$ cat config.mk
export PLATFORM = sky130hd
export DESIGN_NAME = uart_rxs
export DESIGN_NICKNAME = d
export VERILOG_FILES = /design/src/rtl/uart_rxs.sv
export SDC_FILE = /design/constraint.sdc
export NUM_CORES = 1
export LEC_CHECK = 0
export ABC_AREA = 0
export BUFFER_PORTS_ARGS = -buffer_cell sky130_fd_sc_hd__buf_2
export CELL_PAD_IN_SITES_DETAIL_PLACEMENT = 0
export CELL_PAD_IN_SITES_GLOBAL_PLACEMENT = 2
export CORE_UTILIZATION = 41
export DETAILED_ROUTE_END_ITERATION = 8
export GPL_TIMING_DRIVEN = 1
export PLACE_DENSITY_LB_ADDON = 0.1
export SKIP_LAST_GASP = 1
export SYNTH_ARGS = -nofsm -noshare
export SYNTH_HDL_FRONTEND = slang
export SYNTH_SLANG_ARGS = --single-unit
export TNS_END_PERCENT = 20
$ cat constraint.sdc
create_clock -name sys_clk -period 3.15 [get_ports sys_clk]
set_input_delay 0.1575 -clock sys_clk [delete_from_list [all_inputs] [get_ports sys_clk]]
set_output_delay 0.1575 -clock sys_clk [all_outputs]
set_load 0.05 [all_outputs]
$ cat src/rtl/uart_rxs.sv
// 8N1 UART receiver that assembles BYTES consecutive bytes into one packet, MSB byte first.
// Framing errors and inter-byte idle timeouts discard the partial packet.
module uart_rxs #(
    parameter int CLK_FREQ     = 50_000_000,
    parameter int BAUD         = 115200,
    parameter int BYTES        = 2,
    parameter int TIMEOUT_BITS = 20
) (
    input  logic               sys_clk,
    input  logic               rst_n,
    input  logic               uartrx,
    output logic [BYTES*8-1:0] odats,
    output logic               uart_rxs_done,
    output logic               rx_err,
    output logic [1:0]         dbg_state
);

    localparam int BIT_CYCLES = CLK_FREQ / BAUD;
    localparam int HALF       = BIT_CYCLES / 2;
    localparam int IDLE_LIMIT = TIMEOUT_BITS * BIT_CYCLES;

    typedef enum logic [1:0] {S_IDLE, S_START, S_DATA, S_STOP} state_t;

    state_t             state, state_next;
    logic               rx_s1, rx_s2, rx_prev;
    logic               v1, v2;
    logic [31:0]        cnt;
    logic [31:0]        idle_cnt;
    logic [2:0]         bit_idx;
    logic [7:0]         shreg;
    logic [1:0]         byte_cnt;
    logic [BYTES*8-1:0] pkt, pkt_next;
    logic               fall, half_tick, bit_tick;
    logic               start_det, byte_ok, frame_err;

    assign dbg_state = state;

    // rx_prev only becomes 1 from a real line sample (v2 set), so a line held
    // low across reset release never looks like a falling edge.
    always_ff @(posedge sys_clk or negedge rst_n) begin
        if (!rst_n) begin
            rx_s1   <= 1'b1;
            rx_s2   <= 1'b1;
            v1      <= 1'b0;
            v2      <= 1'b0;
            rx_prev <= 1'b0;
        end else begin
            rx_s1   <= uartrx;
            rx_s2   <= rx_s1;
            v1      <= 1'b1;
            v2      <= v1;
            rx_prev <= rx_s2 & v2;
        end
    end

    assign fall      = rx_prev & ~rx_s2;
    assign half_tick = (cnt == 32'(HALF - 1));
    assign bit_tick  = (cnt == 32'(BIT_CYCLES - 1));

    always_ff @(posedge sys_clk or negedge rst_n) begin
        if (!rst_n) state <= S_IDLE;
        else        state <= state_next;
    end

    always_comb begin
        state_next = state;
        start_det  = 1'b0;
        byte_ok    = 1'b0;
        frame_err  = 1'b0;
        case (state)
            S_IDLE: begin
                if (fall) begin
                    state_next = S_START;
                    start_det  = 1'b1;
                end
            end
            S_START: begin
                if (half_tick) state_next = rx_s2 ? S_IDLE : S_DATA;
            end
            S_DATA: begin
                if (bit_tick && bit_idx == 3'd7) state_next = S_STOP;
            end
            S_STOP: begin
                if (bit_tick) begin
                    state_next = S_IDLE;
                    byte_ok    = rx_s2;
                    frame_err  = ~rx_s2;
                end
            end
            default: state_next = S_IDLE;
        endcase
    end

    always_comb begin
        pkt_next = pkt;
        for (int i = 0; i < BYTES; i++) begin
            if (byte_cnt == 2'(BYTES - 1 - i)) pkt_next[i*8 +: 8] = shreg;
        end
    end

    always_ff @(posedge sys_clk or negedge rst_n) begin
        if (!rst_n) begin
            cnt           <= '0;
            idle_cnt      <= '0;
            bit_idx       <= '0;
            shreg         <= '0;
            byte_cnt      <= '0;
            pkt           <= '0;
            odats         <= '0;
            uart_rxs_done <= 1'b0;
            rx_err        <= 1'b0;
        end else begin
            uart_rxs_done <= 1'b0;
            rx_err        <= 1'b0;

            if (state == S_IDLE || state_next != state || (state == S_DATA && bit_tick))
                cnt <= '0;
            else
                cnt <= cnt + 32'd1;

            if (start_det) bit_idx <= '0;
            if (state == S_DATA && bit_tick) begin
                shreg   <= {rx_s2, shreg[7:1]};
                bit_idx <= bit_idx + 3'd1;
            end

            if (byte_ok) begin
                if (byte_cnt == 2'(BYTES - 1)) begin
                    odats         <= pkt_next;
                    uart_rxs_done <= 1'b1;
                    byte_cnt      <= '0;
                end else begin
                    pkt      <= pkt_next;
                    byte_cnt <= byte_cnt + 2'd1;
                end
            end else if (frame_err) begin
                rx_err   <= 1'b1;
                byte_cnt <= '0;
            end

            // Inter-byte timeout: drop a partial packet silently.
            if (state == S_IDLE && byte_cnt != 2'd0 && !start_det) begin
                if (idle_cnt == 32'(IDLE_LIMIT - 1)) begin
                    idle_cnt <= '0;
                    byte_cnt <= '0;
                end else begin
                    idle_cnt <= idle_cnt + 32'd1;
                end
            end else begin
                idle_cnt <= '0;
            end
        end
    end

endmodule

==> results.cfg, run 1 <==
[sta]
slew_viol_final = 0
tns_ns = 0
hold_viol = 0
fin_skew_ns = 0.00932
grt_setup_unrepaired = false
worst_slack_ns = 0.626
finalCritPeriodShare_pct = 80.1
setup_violations = 0
slew_headroom_pct = 44.5
max_freq_mhz = 396
period_needed_ns = 2.52
worstMarginPinSlew_ns = 0.825

[finish]
fill_cells = 1141
regArea_mm2 = 0.00276
num-nets-final = 507
diodes = 0
final_area_mm2 = 0.00577
syn2layout_area_growth_pct = 12.2
finish.utilization_pct = 47.6
multi_input_area_mm2 = 0.00226
drive_above_1_share_pct = 18.5

[worst_setup_path]
cp-start-kind = register
cp_max_fo = 11
critical-path-top-delay-family = simple AND/OR/NAND/NOR gates
slowest_delay_ns = 0.50
crit_arrival_ns = 2.76
crit_slowest_cell = and3_1
crit_type = register to register
path_cells = inv_1, ha_1, nand4b_1, nor3_1, and3_2, and3_1, mux2_2
end_kind = register
crit_buf_inv = 1
cp.required_ns = 3.39

[synthesis]
ys_seq_area_share_pct = 53.6
synth.avg_cell_area_um2 = 11.0
synth.area.top_cells = dfrtp_1 53%, nor2_1 5.3%, xor2_1 5.1%
synth-xor-area-share_pct = 9.53
ys_async_sr_fraction_pct = 100
syn_area_mm2 = 0.00514
synthAdderAreaFrac_pct = 1.46
synth-seq-cells = 110
synth_top_family_by_area = simple AND/OR/NAND/NOR gates
ys_types = 43
syn_nets = 477
synth_compound_area_share_pct = 1.61
synth_top_area_share_pct = 52.5
syn_inst = 468
ys.flop_type = dfrtp_1
yosysWarnings = 0
synthSimpleGateAreaFrac_pct = 22.7
synthMuxAreaShare_pct = 8.51
synth_edf_count = 0
yosysTopAreaCell = dfrtp_1

[floorplanning]
die_y_um = 114
placementRows = 40
die_width_um = 114
fp.dieArea_mm2 = 0.0130
initial_utilization_pct = 42.5
core_mm2 = 0.0121
io_pins = 23

[detailed_routing]
ant_nets = 0
drt-pass1-iter-count = 6
drc = 0
drt_wl_total_mm = 9.69
drtIter0Drc = 187
viasPerCell = 5.06
vias = 3395
routedWlPerCell_um = 14.4

[pwr]
p_leak_nw = 2.56
power.density_mw_per_mm2 = 477
p_int_w = 0.00205
clock_power_share_pct = 39.5
p_comb_share_pct = 6.5
ir_drop_mv = 0.262
swShare_pct = 25.5
p_sw_w = 0.000701
pwr-share-seq_pct = 54.0

[clock_tree]
cts_sinks = 110
cts_resized = 0
numCtsBuffers = 9
path_clk_slew_ns = 0.07
cts_setup_buffers = 0
worstSkewPairLatency_ns = 0.35
htreeDepth = 3
clockBufferDepth = 2
cts_tree = yes
ctsRootBufferMaster = clkbuf_16

[placement]
io_buffers = 22
place_hpwl_mm = 6.61
place_congestion = 0.732
dp_slack_ns = 0.617
place_area_mm2 = 0.00547

[grt]
grt_util_all_layers_pct = 16.5
grt_max_degree = 58
antenna_found_initial = 0
grt_pass1_vias = 3383
gr-total-overflow = 0
grt_pass1_wl_mm = 16.7

[run_status]
outcome = finished, final reports clean

[worst_hold_path]
hold_class = register to register

[job]
cap_violations = 0
what timing repair did:
action,in CTS,in global routing
hold buffers,2,0
endpoints found under the hold margin,57,0
setup endpoints to repair,0,0
cell usage in the layout (no fill, tap or decap), drive strengths merged, types with 2 or more instances in the layout:
cell         Yosys  routed
nor2            73      73
clkbuf           5       9
inv             12      14
or2              2       2
and2             3       3
mux2            32      32
buf              9      31
dfrtp          108     108
nand4           21      21
nor3            13      13
nand4b           2       2
or4              2       2
o21ai            3       3
clkinv           0       4
nor4            17      17
or3              4       4
xnor2           26      26
and3             7       7
mux2i            4       4
nor4b            4       4
dfstp            2       2
and4             6       6
xor2            30      30
dlygate4sd3      0       2
nand2           28      28
nor2b            4       4
ha               6       6
a21oi            8       8
nand3           31      31
per-stage QoR:
| stage | instances | hold slack (ns) | power [W] |
|---|---|---|---|
| finish | 671 | 0.353 | 0.00275 |
| global placement | 653 | 0.264 | 0.00170 |
| global route | 671 | 0.358 | 0.00288 |
| CTS | 671 | 0.354 | 0.00281 |
| detailed placement | 653 | 0.264 | 0.00170 |
| floorplan | 468 | -0.138 | 0.00162 |
metal layers:
metal / wire length, um / global-route usage (%)
met4: 97 / 4.16
met3: 261 / 4.62
met2: 4750 / 27.3
met1: 4580 / 21.5
met5: 0 / 0
logic make-up (layout without fill, tap and decap cells):
group	count (synthesis)	after routing
AND/OR/NAND/NOR	219	219
flip-flops	110	110
XOR/XNOR	56	56
multiplexers	36	36
buffers and inverters	26	61
AO/OA/AOI/OAI	14	14
adder cells (fa/ha/maj)	6	6
other	1	1
registers in the layout (all words and copies together) (netlist names):
| name | flops |
|---|---|
| bit_idx | 3 |
| byte_cnt | 2 |
| cnt | 32 |
| dbg_state | 2 |
| idle_cnt | 32 |
| odats | 16 |
| pkt | 8 |
| rx_err | 1 |
| rx_prev | 1 |
| rx_s1 | 1 |
| rx_s2 | 1 |
| shreg | 8 |
| uart_rxs_done | 1 |
| v1 | 1 |
| v2 | 1 |
path summary, 6_finish.rpt:
kind	startpoint	endpoint	slack, ns	cells after the start
max in group asynchronous	rst_n	rx_s2$_DFF_PN1_	1.96	3
worst max-delay path	cnt[1]$_DFF_PN0_	shreg[0]$_DFFE_PN0P_	0.63	7
worst min-delay path	v1$_DFF_PN0_	v2$_DFF_PN0_	0.35	0
worst max register to register	cnt[1]$_DFF_PN0_	shreg[0]$_DFFE_PN0P_	0.63	7
min in group asynchronous	rst_n	idle_cnt[21]$_DFF_PN0_	0.40	2
worst min register to register	v1$_DFF_PN0_	v2$_DFF_PN0_	0.35	0
synth_stat cells (all sizes together) (5+ instances only):
cell	instances
buf	9
inv	12
xnor2	26
nor4	17
nand4	21
clkbuf	5
nand3	31
mux2	32
a21oi	8
and3	7
xor2	30
nor2	73
ha	6
nor3	13
nand2	28
dfrtp	108
and4	6
cell type report:
class                      instances  share of cell area [%]
clock buffer                       9                    3.90
clock inverter                     7                    1.02
inverter                          12                   0.781
multi-input combinational        332                    39.2
sequential                       110                    47.7
tap                              168                    3.64
timing repair buffer              33                    3.69
power by group through the flow:
stage               registers (W)  clock network, W  logic [W]
finish                    0.00149           0.00109   0.000179
global route              0.00150           0.00118   0.000206
CTS                       0.00149           0.00113   0.000187
detailed placement        0.00152                 0   0.000184
global placement          0.00152                 0   0.000185
floorplan                 0.00151                 0   0.000109
No activity file was read; power rests on OpenSTA's default activity.
==> run 2, diff against run 1 <==
Settings changed: ABC_AREA 0 to 1, CORE_UTILIZATION 41 to 36.
Clock period 3.15 ns to 2.55 ns, I/O delays scaled along.
==> run 2 against run 1 <==
  * Routed wire length increased by 78%
  * Register-to-register slack got worse by 0.13 ns
  * Hold slack got worse by 0.14 ns
  * Fmax increased by 23%
  * Synthesized area increased by 27%
  * Die area increased by 43%
  * Worst setup slack got worse by 0.13 ns
  * Global-route usage increased by 3.7 points
  * Sequential power increased by 32%
  * Clock skew increased by 0.0084 ns
  * Core utilization decreased by 5.3 points
==> results.cfg, run 2 <==
[run_status]
outcome = finished, final reports clean

[grt]
grt_max_degree = 64
antenna_found_initial = 0
grt_pass1_vias = 5449
grt_util_all_layers_pct = 20.3
grt_pass1_wl_mm = 28.8
gr-total-overflow = 0

[clock_tree]
cts_tree = yes
clockBufferDepth = 2
htreeDepth = 4
cts_sinks = 118
cts_setup_buffers = 0
cts_resized = 0
cts_hold_buf = 2
ctsRootBufferMaster = clkbuf_16
path_clk_slew_ns = 0.06
numCtsBuffers = 17
worstSkewPairLatency_ns = 0.42

[placement]
place_congestion = 0.862
dp_slack_ns = 0.499
io_buffers = 22
place_hpwl_mm = 12.6
place_area_mm2 = 0.00681

[worst_setup_path]
reg2reg_slack_ns = 0.50
cp-start-kind = register
cp_max_fo = 31
end_kind = register
reg2reg_from = cnt[0]$_DFF_PN0_
crit_arrival_ns = 2.32
startpoint = cnt[0]$_DFF_PN0_
worstRegToRegCells = 9
timing.rr.end = cnt[27]$_DFF_PN0_
crit_type = register to register
cp.required_ns = 2.82

[pwr]
p_comb_share_pct = 6.6
finalPower_w = 0.00459
p_sw_w = 0.00123
p_int_w = 0.00336
swShare_pct = 26.7
power.density_mw_per_mm2 = 620
ir_drop_mv = 0.581
clock_power_share_pct = 50.7
pwr-share-seq_pct = 42.8
p_leak_nw = 3.35

[detailed_routing]
vias = 5512
drt_wl_total_mm = 17.2
viasPerCell = 4.78
dr_wl_met3_um = 532
wl_met2_mm = 7.42
ant_nets = 0
top_layer_used = met4
drt-met1-wl_mm = 9.10
drtIter0Drc = 381
routedWlPerCell_um = 14.9
drt-pass1-iter-count = 6
drc = 0

[sta]
grt_setup_unrepaired = false
finalCritPeriodShare_pct = 80.4
fin_hold_ws_ns = 0.208
max_freq_mhz = 488
fin_skew_ns = 0.0177
slew_viol_final = 0
worstMarginPinSlew_ns = 0.601
slew_headroom_pct = 59.9
worst_slack_ns = 0.501
hold_viol = 0
period_needed_ns = 2.05
setup_violations = 0
tns_ns = 0

[floorplanning]
die_y_um = 137
die_width_um = 137
initial_utilization_pct = 37.3
placementRows = 48
io_pins = 23
fp.dieArea_mm2 = 0.0186
core_mm2 = 0.0175

[synthesis]
yosys-top-cells-count = 270 x nand2_1, 170 x nor2_1, 116 x dfrtp_1, 87 x inv_1, 65 x nand3_1
synth_most_common_cell = nand2_1
synthAdderAreaFrac_pct = 1.15
synth-seq-cells = 118
synthSimpleGateAreaFrac_pct = 38.9
synth.avg_cell_area_um2 = 7.32
synth_compound_area_share_pct = 1.92
synth_edf_count = 0
yosysTopAreaCell = dfrtp_1
synth-xor-area-share_pct = 4.57
syn_nets = 899
yosysWarnings = 0
ys.flop_type = dfrtp_1
synth_top_family_by_area = simple AND/OR/NAND/NOR gates
synthMuxAreaShare_pct = 0.173
ys_types = 35
ys_async_sr_fraction_pct = 100
synth_top_area_share_pct = 44.6
synth.area.top_cells = dfrtp_1 45%, nand2_1 16%, nor2_1 9.8%
ys_seq_area_share_pct = 45.4
syn_area_mm2 = 0.00651
syn_inst = 890

[finish]
syn2layout_area_growth_pct = 13.7
final_cell_mix = 270 x nand2_1, 170 x nor2_1, 116 x dfrtp_1, 87 x inv_1, 65 x nand3_1
final_common_cell = nand2_1
final_area_mm2 = 0.00740
drive_above_1_share_pct = 10.2
top_regs = cnt (32), idle_cnt (32)
diodes = 0
num-nets-final = 925

[job]
cap_violations = 0

[worst_hold_path]
hold_class = primary input to async pin
==> run 2: changes by cell type after synthesis, moves of 8 or more <==
cell	before	now
inv_1	12	87
nand3_1	30	65
nor3_1	12	37
nor2_1	72	170
mux2_2	22	1
nor2_2	0	10
inv_2	0	8
dfrtp_1	108	116
nor4_1	16	0
o21ai_1	0	9
xnor2_1	26	5
nand2_1	28	270
mux2_4	10	0
==> run 2: through the flow <==
stage / std cells / utilization, %
3_3_place_gp: 1120 / 39.0
5_1_grt: 1154 / 42.4
2_1_floorplan: 890 / -
3_5_place_dp: 1120 / 39.0
6_report: 1154 / 42.4
4_1_cts: 1154 / 42.4
==> run 2: worst max path at each step <==
| stage | end | slack (ns) | depth (start not counted) |
|---|---|---|---|
| finish | cnt[27]$_DFF_PN0_ | 0.50 | 9 |
| global route | cnt[27]$_DFF_PN0_ | 0.31 | 9 |
| CTS | cnt[27]$_DFF_PN0_ | 0.46 | 9 |
| detailed placement | cnt[27]$_DFF_PN0_ | 0.50 | 9 |
| global placement | cnt[27]$_DFF_PN0_ | 0.53 | 9 |
| floorplan | odats[0]$_DFFE_PN0P_ | 0.94 | 6 |
==> run 2: per-layer routing <==
| metal | GRT usage, % | up-vias |
|---|---|---|
| met5 | 0 | - |
| met4 | 5.93 | 0 |
| met3 | 3.70 | 9 |
| met2 | 30.1 | 102 |
| met1 | 29.9 | 2578 |
| li1 | - | 2823 |
==> run 2: final cells by class <==
cell class              instances  area, um^2
repair buffers                 30         190
clock buffers                  18         429
inverters                      95         357
multi-input cells             654        3050
well taps                     225         282
fillers                      1831       10100
clock inverters                14         141
flip-flops and latches        118        2960
==> run 2: logic make-up (layout without fill, tap and decap cells) <==
group / after synthesis / in the layout
xor+xnor: 34 / 34
compound gates: 25 / 25
other cells: 1 / 1
simple gates: 587 / 587
mux: 1 / 1
fa+ha+maj: 6 / 6
buf+inv: 118 / 157
flops: 118 / 118
==> run 2: critical path, stage by stage (launching register included) <==
cell	delay, ns
dfrtp_1	0.42
inv_1	0.14
ha_1	0.16
nand3b_1	0.08
nor2_1	0.09
nand3_1	0.11
o21ai_1	0.18
nand2_1	0.12
inv_2	0.46
nor2_1	0.11
==> run 2: power groups by stage <==
stage	clock network (W)	logic (W)	registers [W]
3_5_place_dp	0	0.000306	0.00200
4_1_cts	0.00239	0.000310	0.00196
2_1_floorplan	0	0.000207	0.00200
3_3_place_gp	0	0.000303	0.00200
6_report	0.00232	0.000301	0.00196
5_1_grt	0.00246	0.000348	0.00197
